==> config.mk <==
export PLATFORM = sky130hd
export DESIGN_NAME = act_fun_scheduler_flat
export DESIGN_NICKNAME = d
export VERILOG_FILES = /design/src/rtl/act_fun_scheduler_if.sv /design/src/rtl/act_fun_scheduler.sv /design/src/flat_wrapper.sv
export SDC_FILE = /design/constraint.sdc
export NUM_CORES = 1
export LEC_CHECK = 0
export CAP_MARGIN = 10
export CORE_MARGIN = 2
export CORE_UTILIZATION = 43
export CTS_BUF_LIST = sky130_fd_sc_hd__clkbuf_8
export CTS_CLUSTER_SIZE = 14
export DETAILED_ROUTE_END_ITERATION = 7
export PLACE_DENSITY = 0.78
export SYNTH_ARGS = -nofsm -noshare
export SYNTH_HDL_FRONTEND = slang
export SYNTH_SLANG_ARGS = --single-unit
==> constraint.sdc <==
create_clock -name CLK -period 1.97 [get_ports CLK]
set_input_delay 0.394 -clock CLK [delete_from_list [all_inputs] [get_ports CLK]]
set_output_delay 0.394 -clock CLK [all_outputs]
set_load 0.02 [all_outputs]
==> src/rtl/act_fun_scheduler_if.sv <==
// Bundle for act_fun_scheduler: requester side, activation engine side and response side.
// The scheduler connects to the slave modport; requesters and the engine sit on master.
interface act_fun_scheduler_if #(
  parameter int unsigned NUM_REQ  = 4,
  parameter int unsigned ID_WIDTH = 2,
  parameter int unsigned WIDTH    = 16
);
  logic [NUM_REQ-1:0]       REQ_VALID;
  logic [NUM_REQ*WIDTH-1:0] REQ_VALUE;
  logic [NUM_REQ-1:0]       REQ_READY;
  logic [WIDTH-1:0]         ACT_VALUE_OUT;
  logic                     ACT_VALID_OUT;
  logic [WIDTH-1:0]         ACT_VALUE_IN;
  logic                     ACT_VALID_IN;
  logic                     ACT_OVERFLOW_IN;
  logic                     RSP_VALID;
  logic [ID_WIDTH-1:0]      RSP_ID;
  logic [WIDTH-1:0]         RSP_VALUE;
  logic                     RSP_OVERFLOW;
  logic                     RSP_TIMEOUT;
  logic                     BUSY;

  modport slave (
    input  REQ_VALID, REQ_VALUE, ACT_VALUE_IN, ACT_VALID_IN, ACT_OVERFLOW_IN,
    output REQ_READY, ACT_VALUE_OUT, ACT_VALID_OUT,
    output RSP_VALID, RSP_ID, RSP_VALUE, RSP_OVERFLOW, RSP_TIMEOUT, BUSY
  );

  modport master (
    output REQ_VALID, REQ_VALUE, ACT_VALUE_IN, ACT_VALID_IN, ACT_OVERFLOW_IN,
    input  REQ_READY, ACT_VALUE_OUT, ACT_VALID_OUT,
    input  RSP_VALID, RSP_ID, RSP_VALUE, RSP_OVERFLOW, RSP_TIMEOUT, BUSY
  );
endinterface

==> src/rtl/act_fun_scheduler.sv <==
// Round-robin scheduler sharing one tanh activation engine among NUM_REQ requesters,
// with a single operation in flight and a watchdog on the engine response.
module act_fun_scheduler #(
  parameter int unsigned NUM_REQ        = 4,
  parameter int unsigned ID_WIDTH       = 2,
  parameter int unsigned WIDTH          = 16,
  parameter int unsigned FRAC_BITS      = 13,
  parameter int unsigned TIMEOUT_CYCLES = 16
) (
  input logic                 CLK,
  input logic                 RSTN,
  act_fun_scheduler_if.slave  bus
);

  localparam int unsigned    CntW   = $clog2(TIMEOUT_CYCLES + 1);
  localparam logic [CntW-1:0] CntMax = CntW'(TIMEOUT_CYCLES);

  if ((1 << ID_WIDTH) < NUM_REQ) begin : g_bad_id_width
    $error("ID_WIDTH too narrow for NUM_REQ");
  end
  if (TIMEOUT_CYCLES < 1) begin : g_bad_timeout
    $error("TIMEOUT_CYCLES must be at least 1");
  end
  if (FRAC_BITS >= WIDTH) begin : g_bad_frac
    $error("FRAC_BITS must be below WIDTH");
  end

  typedef enum logic [2:0] {StIdle, StIssue, StWait, StSettle, StRespond} state_e;

  state_e              r_state, w_state_nxt;
  logic [ID_WIDTH-1:0] r_ptr, r_id, w_grant_id, w_ptr_nxt, w_idx;
  logic                w_grant_vld, w_accept, w_timeout;
  logic [CntW-1:0]     r_cnt;
  logic [WIDTH-1:0]    r_result;
  logic [WIDTH-1:0]    w_ops [NUM_REQ];

  logic                r_act_valid;
  logic [WIDTH-1:0]    r_act_value;
  logic                r_rsp_valid;
  logic [ID_WIDTH-1:0] r_rsp_id;
  logic [WIDTH-1:0]    r_rsp_value;
  logic                r_rsp_ovf;
  logic                r_rsp_timeout;
  logic                r_busy;

  always_comb begin
    for (int unsigned i = 0; i < NUM_REQ; i++) begin
      w_ops[i] = bus.REQ_VALUE[i*WIDTH +: WIDTH];
    end
  end

  // First valid requester at or above the pointer, wrapping modulo NUM_REQ.
  always_comb begin
    w_grant_vld = 1'b0;
    w_grant_id  = '0;
    w_idx       = '0;
    for (int unsigned k = 0; k < NUM_REQ; k++) begin
      w_idx = ID_WIDTH'((32'(r_ptr) + k) % NUM_REQ);
      if (!w_grant_vld && bus.REQ_VALID[w_idx]) begin
        w_grant_vld = 1'b1;
        w_grant_id  = w_idx;
      end
    end
  end

  assign w_accept  = (r_state == StIdle) && w_grant_vld;
  assign w_ptr_nxt = (w_grant_id == ID_WIDTH'(NUM_REQ - 1)) ? '0 : w_grant_id + 1'b1;
  // An engine result in the terminal cycle wins over the watchdog.
  assign w_timeout = (r_state == StWait) && !bus.ACT_VALID_IN && (r_cnt == CntMax);

  always_ff @(posedge CLK or negedge RSTN) begin
    if (!RSTN) r_state <= StIdle;
    else       r_state <= w_state_nxt;
  end

  always_comb begin
    w_state_nxt = r_state;
    unique case (r_state)
      StIdle:    if (w_grant_vld) w_state_nxt = StIssue;
      StIssue:   w_state_nxt = StWait;
      StWait: begin
        if (bus.ACT_VALID_IN) w_state_nxt = StSettle;
        else if (w_timeout)   w_state_nxt = StRespond;
      end
      StSettle:  w_state_nxt = StRespond;
      StRespond: w_state_nxt = StIdle;
      default:   w_state_nxt = StIdle;
    endcase
  end

  always_comb begin
    bus.REQ_READY = '0;
    if (r_state == StIdle && w_grant_vld) bus.REQ_READY[w_grant_id] = 1'b1;
  end

  always_ff @(posedge CLK or negedge RSTN) begin
    if (!RSTN) begin
      r_ptr         <= '0;
      r_id          <= '0;
      r_cnt         <= '0;
      r_result      <= '0;
      r_act_valid   <= 1'b0;
      r_act_value   <= '0;
      r_rsp_valid   <= 1'b0;
      r_rsp_id      <= '0;
      r_rsp_value   <= '0;
      r_rsp_ovf     <= 1'b0;
      r_rsp_timeout <= 1'b0;
      r_busy        <= 1'b0;
    end else begin
      r_act_valid <= w_accept;
      r_act_value <= w_accept ? w_ops[w_grant_id] : '0;
      r_busy      <= (w_state_nxt != StIdle);
      if (w_accept) begin
        r_ptr <= w_ptr_nxt;
        r_id  <= w_grant_id;
      end
      if (r_state == StIssue) begin
        r_cnt <= '0;
      end else if (r_state == StWait && !bus.ACT_VALID_IN && r_cnt != CntMax) begin
        r_cnt <= r_cnt + 1'b1;
      end
      if (r_state == StWait && bus.ACT_VALID_IN) r_result <= bus.ACT_VALUE_IN;

      r_rsp_valid   <= 1'b0;
      r_rsp_id      <= '0;
      r_rsp_value   <= '0;
      r_rsp_ovf     <= 1'b0;
      r_rsp_timeout <= 1'b0;
      // Overflow lags the engine result by a cycle, so it is sampled on leaving SETTLE.
      if (r_state == StSettle) begin
        r_rsp_valid <= 1'b1;
        r_rsp_id    <= r_id;
        r_rsp_value <= r_result;
        r_rsp_ovf   <= bus.ACT_OVERFLOW_IN;
      end else if (w_timeout) begin
        r_rsp_valid   <= 1'b1;
        r_rsp_id      <= r_id;
        r_rsp_timeout <= 1'b1;
      end
    end
  end

  assign bus.ACT_VALID_OUT = r_act_valid;
  assign bus.ACT_VALUE_OUT = r_act_value;
  assign bus.RSP_VALID     = r_rsp_valid;
  assign bus.RSP_ID        = r_rsp_id;
  assign bus.RSP_VALUE     = r_rsp_value;
  assign bus.RSP_OVERFLOW  = r_rsp_ovf;
  assign bus.RSP_TIMEOUT   = r_rsp_timeout;
  assign bus.BUSY          = r_busy;

endmodule

==> src/flat_wrapper.sv <==
// flat-port wrapper written by rule: the top's interface ports become plain ports
module act_fun_scheduler_flat 
#(
  parameter int unsigned NUM_REQ        = 4,
  parameter int unsigned ID_WIDTH       = 2,
  parameter int unsigned WIDTH          = 16,
  parameter int unsigned FRAC_BITS      = 13,
  parameter int unsigned TIMEOUT_CYCLES = 16
)
  (CLK, RSTN, bus_REQ_VALID, bus_REQ_VALUE, bus_ACT_VALUE_IN, bus_ACT_VALID_IN, bus_ACT_OVERFLOW_IN, bus_REQ_READY, bus_ACT_VALUE_OUT, bus_ACT_VALID_OUT, bus_RSP_VALID, bus_RSP_ID, bus_RSP_VALUE, bus_RSP_OVERFLOW, bus_RSP_TIMEOUT, bus_BUSY);
  act_fun_scheduler_if #(.NUM_REQ(NUM_REQ), .ID_WIDTH(ID_WIDTH), .WIDTH(WIDTH)) bus_i ();
  input logic CLK;
  input logic RSTN;
  input wire logic [$bits(bus_i.REQ_VALID)-1:0] bus_REQ_VALID;
  input wire logic [$bits(bus_i.REQ_VALUE)-1:0] bus_REQ_VALUE;
  input wire logic [$bits(bus_i.ACT_VALUE_IN)-1:0] bus_ACT_VALUE_IN;
  input wire logic [$bits(bus_i.ACT_VALID_IN)-1:0] bus_ACT_VALID_IN;
  input wire logic [$bits(bus_i.ACT_OVERFLOW_IN)-1:0] bus_ACT_OVERFLOW_IN;
  output wire logic [$bits(bus_i.REQ_READY)-1:0] bus_REQ_READY;
  output wire logic [$bits(bus_i.ACT_VALUE_OUT)-1:0] bus_ACT_VALUE_OUT;
  output wire logic [$bits(bus_i.ACT_VALID_OUT)-1:0] bus_ACT_VALID_OUT;
  output wire logic [$bits(bus_i.RSP_VALID)-1:0] bus_RSP_VALID;
  output wire logic [$bits(bus_i.RSP_ID)-1:0] bus_RSP_ID;
  output wire logic [$bits(bus_i.RSP_VALUE)-1:0] bus_RSP_VALUE;
  output wire logic [$bits(bus_i.RSP_OVERFLOW)-1:0] bus_RSP_OVERFLOW;
  output wire logic [$bits(bus_i.RSP_TIMEOUT)-1:0] bus_RSP_TIMEOUT;
  output wire logic [$bits(bus_i.BUSY)-1:0] bus_BUSY;
  assign bus_i.REQ_VALID = bus_REQ_VALID;
  assign bus_i.REQ_VALUE = bus_REQ_VALUE;
  assign bus_i.ACT_VALUE_IN = bus_ACT_VALUE_IN;
  assign bus_i.ACT_VALID_IN = bus_ACT_VALID_IN;
  assign bus_i.ACT_OVERFLOW_IN = bus_ACT_OVERFLOW_IN;
  assign bus_REQ_READY = bus_i.REQ_READY;
  assign bus_ACT_VALUE_OUT = bus_i.ACT_VALUE_OUT;
  assign bus_ACT_VALID_OUT = bus_i.ACT_VALID_OUT;
  assign bus_RSP_VALID = bus_i.RSP_VALID;
  assign bus_RSP_ID = bus_i.RSP_ID;
  assign bus_RSP_VALUE = bus_i.RSP_VALUE;
  assign bus_RSP_OVERFLOW = bus_i.RSP_OVERFLOW;
  assign bus_RSP_TIMEOUT = bus_i.RSP_TIMEOUT;
  assign bus_BUSY = bus_i.BUSY;
  act_fun_scheduler #(.NUM_REQ(NUM_REQ), .ID_WIDTH(ID_WIDTH), .WIDTH(WIDTH), .FRAC_BITS(FRAC_BITS), .TIMEOUT_CYCLES(TIMEOUT_CYCLES)) u_core (.CLK(CLK), .RSTN(RSTN), .bus(bus_i));
endmodule
==> impl_metrics.yaml <==
flow_run:
  maxCapViolCount: 0
pwr:
  p_sw_share_pct: 35.5
  p_total_mw: 6.12
  power_density_nw_per_um2: 1300
  intPower_mw: 3.95
  p_seq_share_pct: 34.6
  power_switching_mw: 2.17
  pwr-share-comb_pct: 48.9
  vdd.ir_drop.worst_mv: 0.625
  clkPwrFrac_pct: 16.5
  p_leak_nw: 2.18
clocking:
  clock_latency_ns: 0.33
  clk_path_buf_depth: 2
  clockRootBuffer: "clkbuf_8"
  htree_levels: 3
  cts_tree: "done"
  clock-sinks: 67
  path_clk_slew_ns: 0.08
  cts-buffers-inserted: 9
  ctsHoldBuffers: 0
finish:
  layout_common_cells: "121 x clkdlybuf4s50_1, 66 x dfrtp_1, 33 x mux2i_1, 20 x and2_1, 18 x buf_4"
  drive_above_1_share_pct: 21.1
  fin_nets: 472
  antenna_cells: 0
  stdcell_area_um2: 4700
  area_growth_pct: 59.9
  final_common_cell: "clkdlybuf4s50_1"
setup_path:
  path_cells: "a21o_1 > a21oi_2 > o21a_1 > inv_2 > ha_2 > and2_4 > buf_6"
  path_delay_family: "compound AO/OA/AOI/OAI gates"
  endpoint_kind: "output port"
  path_class: "flip-flop to output port"
  r2r-start: "u_core.r_ptr[0]"
  slowest_stage: "dfrtp_2"
  max_stage_delay_ns: 0.45
  path_max_fanout: 5
  crit_start: "u_core.r_ptr[1]"
  cp_data_arrival_time_ns: 1.78
  crit_required_ns: 1.58
  worst-path-buf-inv: 2
  start_kind: "flip-flop"
synthesis:
  synth-edff-count: 0
  synth_cells: 227
  synth-main-ff-cell: "dfrtp_1"
  synth_seq_cells: 67
  yosysWarnings: 0
  synth.avg_cell_area_um2: 12.9
  synth_fp_nets: 321
  yosysSeqAreaShare_pct: 57.1
  syn_area_um2: 2940
  synthArstFlopShare_pct: 100
  ys_types: 39
floorplan:
  core_area_um2: 6720
  die_h_um: 86.7
  start_util_pct: 43.7
  ios: 131
  die-area_um2: 7510
  die-width_um: 86.7
  placementRows: 30
sta:
  hold_viol: 0
  period_needed_ns: 2.17
  fin_crit_sh_pct: 110
  max_freq_ghz: 0.461
  slew_violations: 0
  tightestPinTransition_ns: 0.613
  relSlewSlack_pct: 59.0
  setup_tns_ns: -0.783
  hold_slack_ns: 0.0352
  fin_skew_ns: 0.0109
  setup_slack_ns: -0.200
  rsz0062_at_grt: "yes"
  finalSetupViolCount: 4
route:
  ant_nets: 0
  first_iter_violations: 39
  vias: 2252
  drt-pass1-iter-count: 4
  route.detailed.drc: 0
  avgRoutedWirePerCell_um: 15.0
  wl_um: 6930
  viasPerCell: 4.86
placement:
  gp_congestion: 0.800
  port_buffers: 130
  dp_slack_ns: -0.881
  post_dp_cell_area_um2: 4400
  dp_hpwl_um: 5170
min_path:
  hold_path.class: "input pin to async pin"
global_route:
  antenna_found_initial: 0
  grt_max_degree: 33
  grt_pass1_vias: 2297
  grt-ovfl-total: 0
  grt_first_pass_wirelength_um: 10800
  grt_use_total_pct: 19.1
outcome:
  failed_checks: "negative setup slack"
  status: "finished, violations left"
==> kinds of logic after synthesis <==
family,after synthesis,synth area share [%]
flip-flops,67,57.1
AND/OR/NAND/NOR,55,11.9
multiplexers,49,17.4
AO/OA/AOI/OAI,27,5.96
buffers and inverters,19,3.92
adder cells (fa/ha/maj),6,2.56
XOR/XNOR,4,1.19
==> cells in the mapped netlist, types with 3 or more instances <==
library cell | count | share of area [%]
nand2_1 | 8 | 1.0
xor2_1 | 3 | 0.89
dfrtp_1 | 67 | 57
mux2_2 | 16 | 6.1
o22ai_1 | 17 | 3.6
nor2_1 | 6 | 0.77
buf_4 | 6 | 1.5
ha_1 | 6 | 2.6
and2_1 | 23 | 4.9
mux2i_1 | 33 | 11
inv_1 | 6 | 0.77
==> path summary, 6_finish.rpt <==
path | end | slack [ns] | cells past startpoint
min in group CLK | u_core.bus.RSP_ID[0] | 0.47 | 1
max | bus_REQ_READY[1] | -0.20 | 7
min | u_core.bus.RSP_ID[0] | 0.04 | 1
min reg2reg | u_core.bus.RSP_ID[0] | 0.47 | 1
max in group asynchronous | u_core.bus.RSP_VALUE[4] | 1.23 | 2
max reg2reg | u_core.bus.ACT_VALUE_OUT[0] | 0.14 | 6
==> repair_timing <==
action / 4_1_cts / 5_1_grt
setup buffers: 6 / 1
pin swaps: 7 / 2
setup endpoints to repair: 20 / 24
cloned: 0 / 0
gates resized for setup: 40 / 7
hold endpoints to repair: 0 / 0
==> power groups by stage <==
stage | sequential (mW) | combinational, mW | clock, mW
global route | 2.19 | 3.23 | 1.12
floorplan | 2.46 | 1.32 | 0
global placement | 2.11 | 2.77 | 0
CTS | 2.12 | 2.98 | 1.04
detailed placement | 2.14 | 2.81 | 0
finish | 2.12 | 2.99 | 1.01
==> through the flow <==
stage | util, % | std cells
floorplan | - | 227
global placement | 65.5 | 440
detailed placement | 65.5 | 440
CTS | 69.5 | 462
global route | 69.9 | 463
finish | 69.9 | 463
==> metal layers <==
metal,GRT usage [%],vias up,part of all wire (%)
met3,9.62,11,11
met1,21.0,1053,38
met5,0,-,0
met4,7.24,0,1.7
met2,31.6,98,49
li1,-,1090,-
==> cell type report <==
type | count | area, um2
clock inverters | 6 | 41.3
fillers | 492 | 2020
multi-input cells | 141 | 1220
inverters | 8 | 35.0
clock buffers | 10 | 138
well taps | 80 | 100
flip-flops and latches | 67 | 1680
repair buffers | 151 | 1490
==> state kept, by name, indices dropped and copies added (netlist names) <==
| register | cells |
|---|---|
| u_core.bus.ACT_VALUE_OUT | 16 |
| u_core.bus.RSP_VALUE | 16 |
| u_core.r_result | 16 |
| u_core.r_cnt | 5 |
| u_core.r_state | 3 |
| u_core.bus.RSP_ID | 2 |
| u_core.r_id | 2 |
| u_core.r_ptr | 2 |
| u_core.bus.ACT_VALID_OUT | 1 |
| u_core.bus.BUSY | 1 |
| u_core.bus.RSP_OVERFLOW | 1 |
| u_core.bus.RSP_TIMEOUT | 1 |
| u_core.bus.RSP_VALID | 1 |
Note: power is estimated with default switching activity, not from simulation.
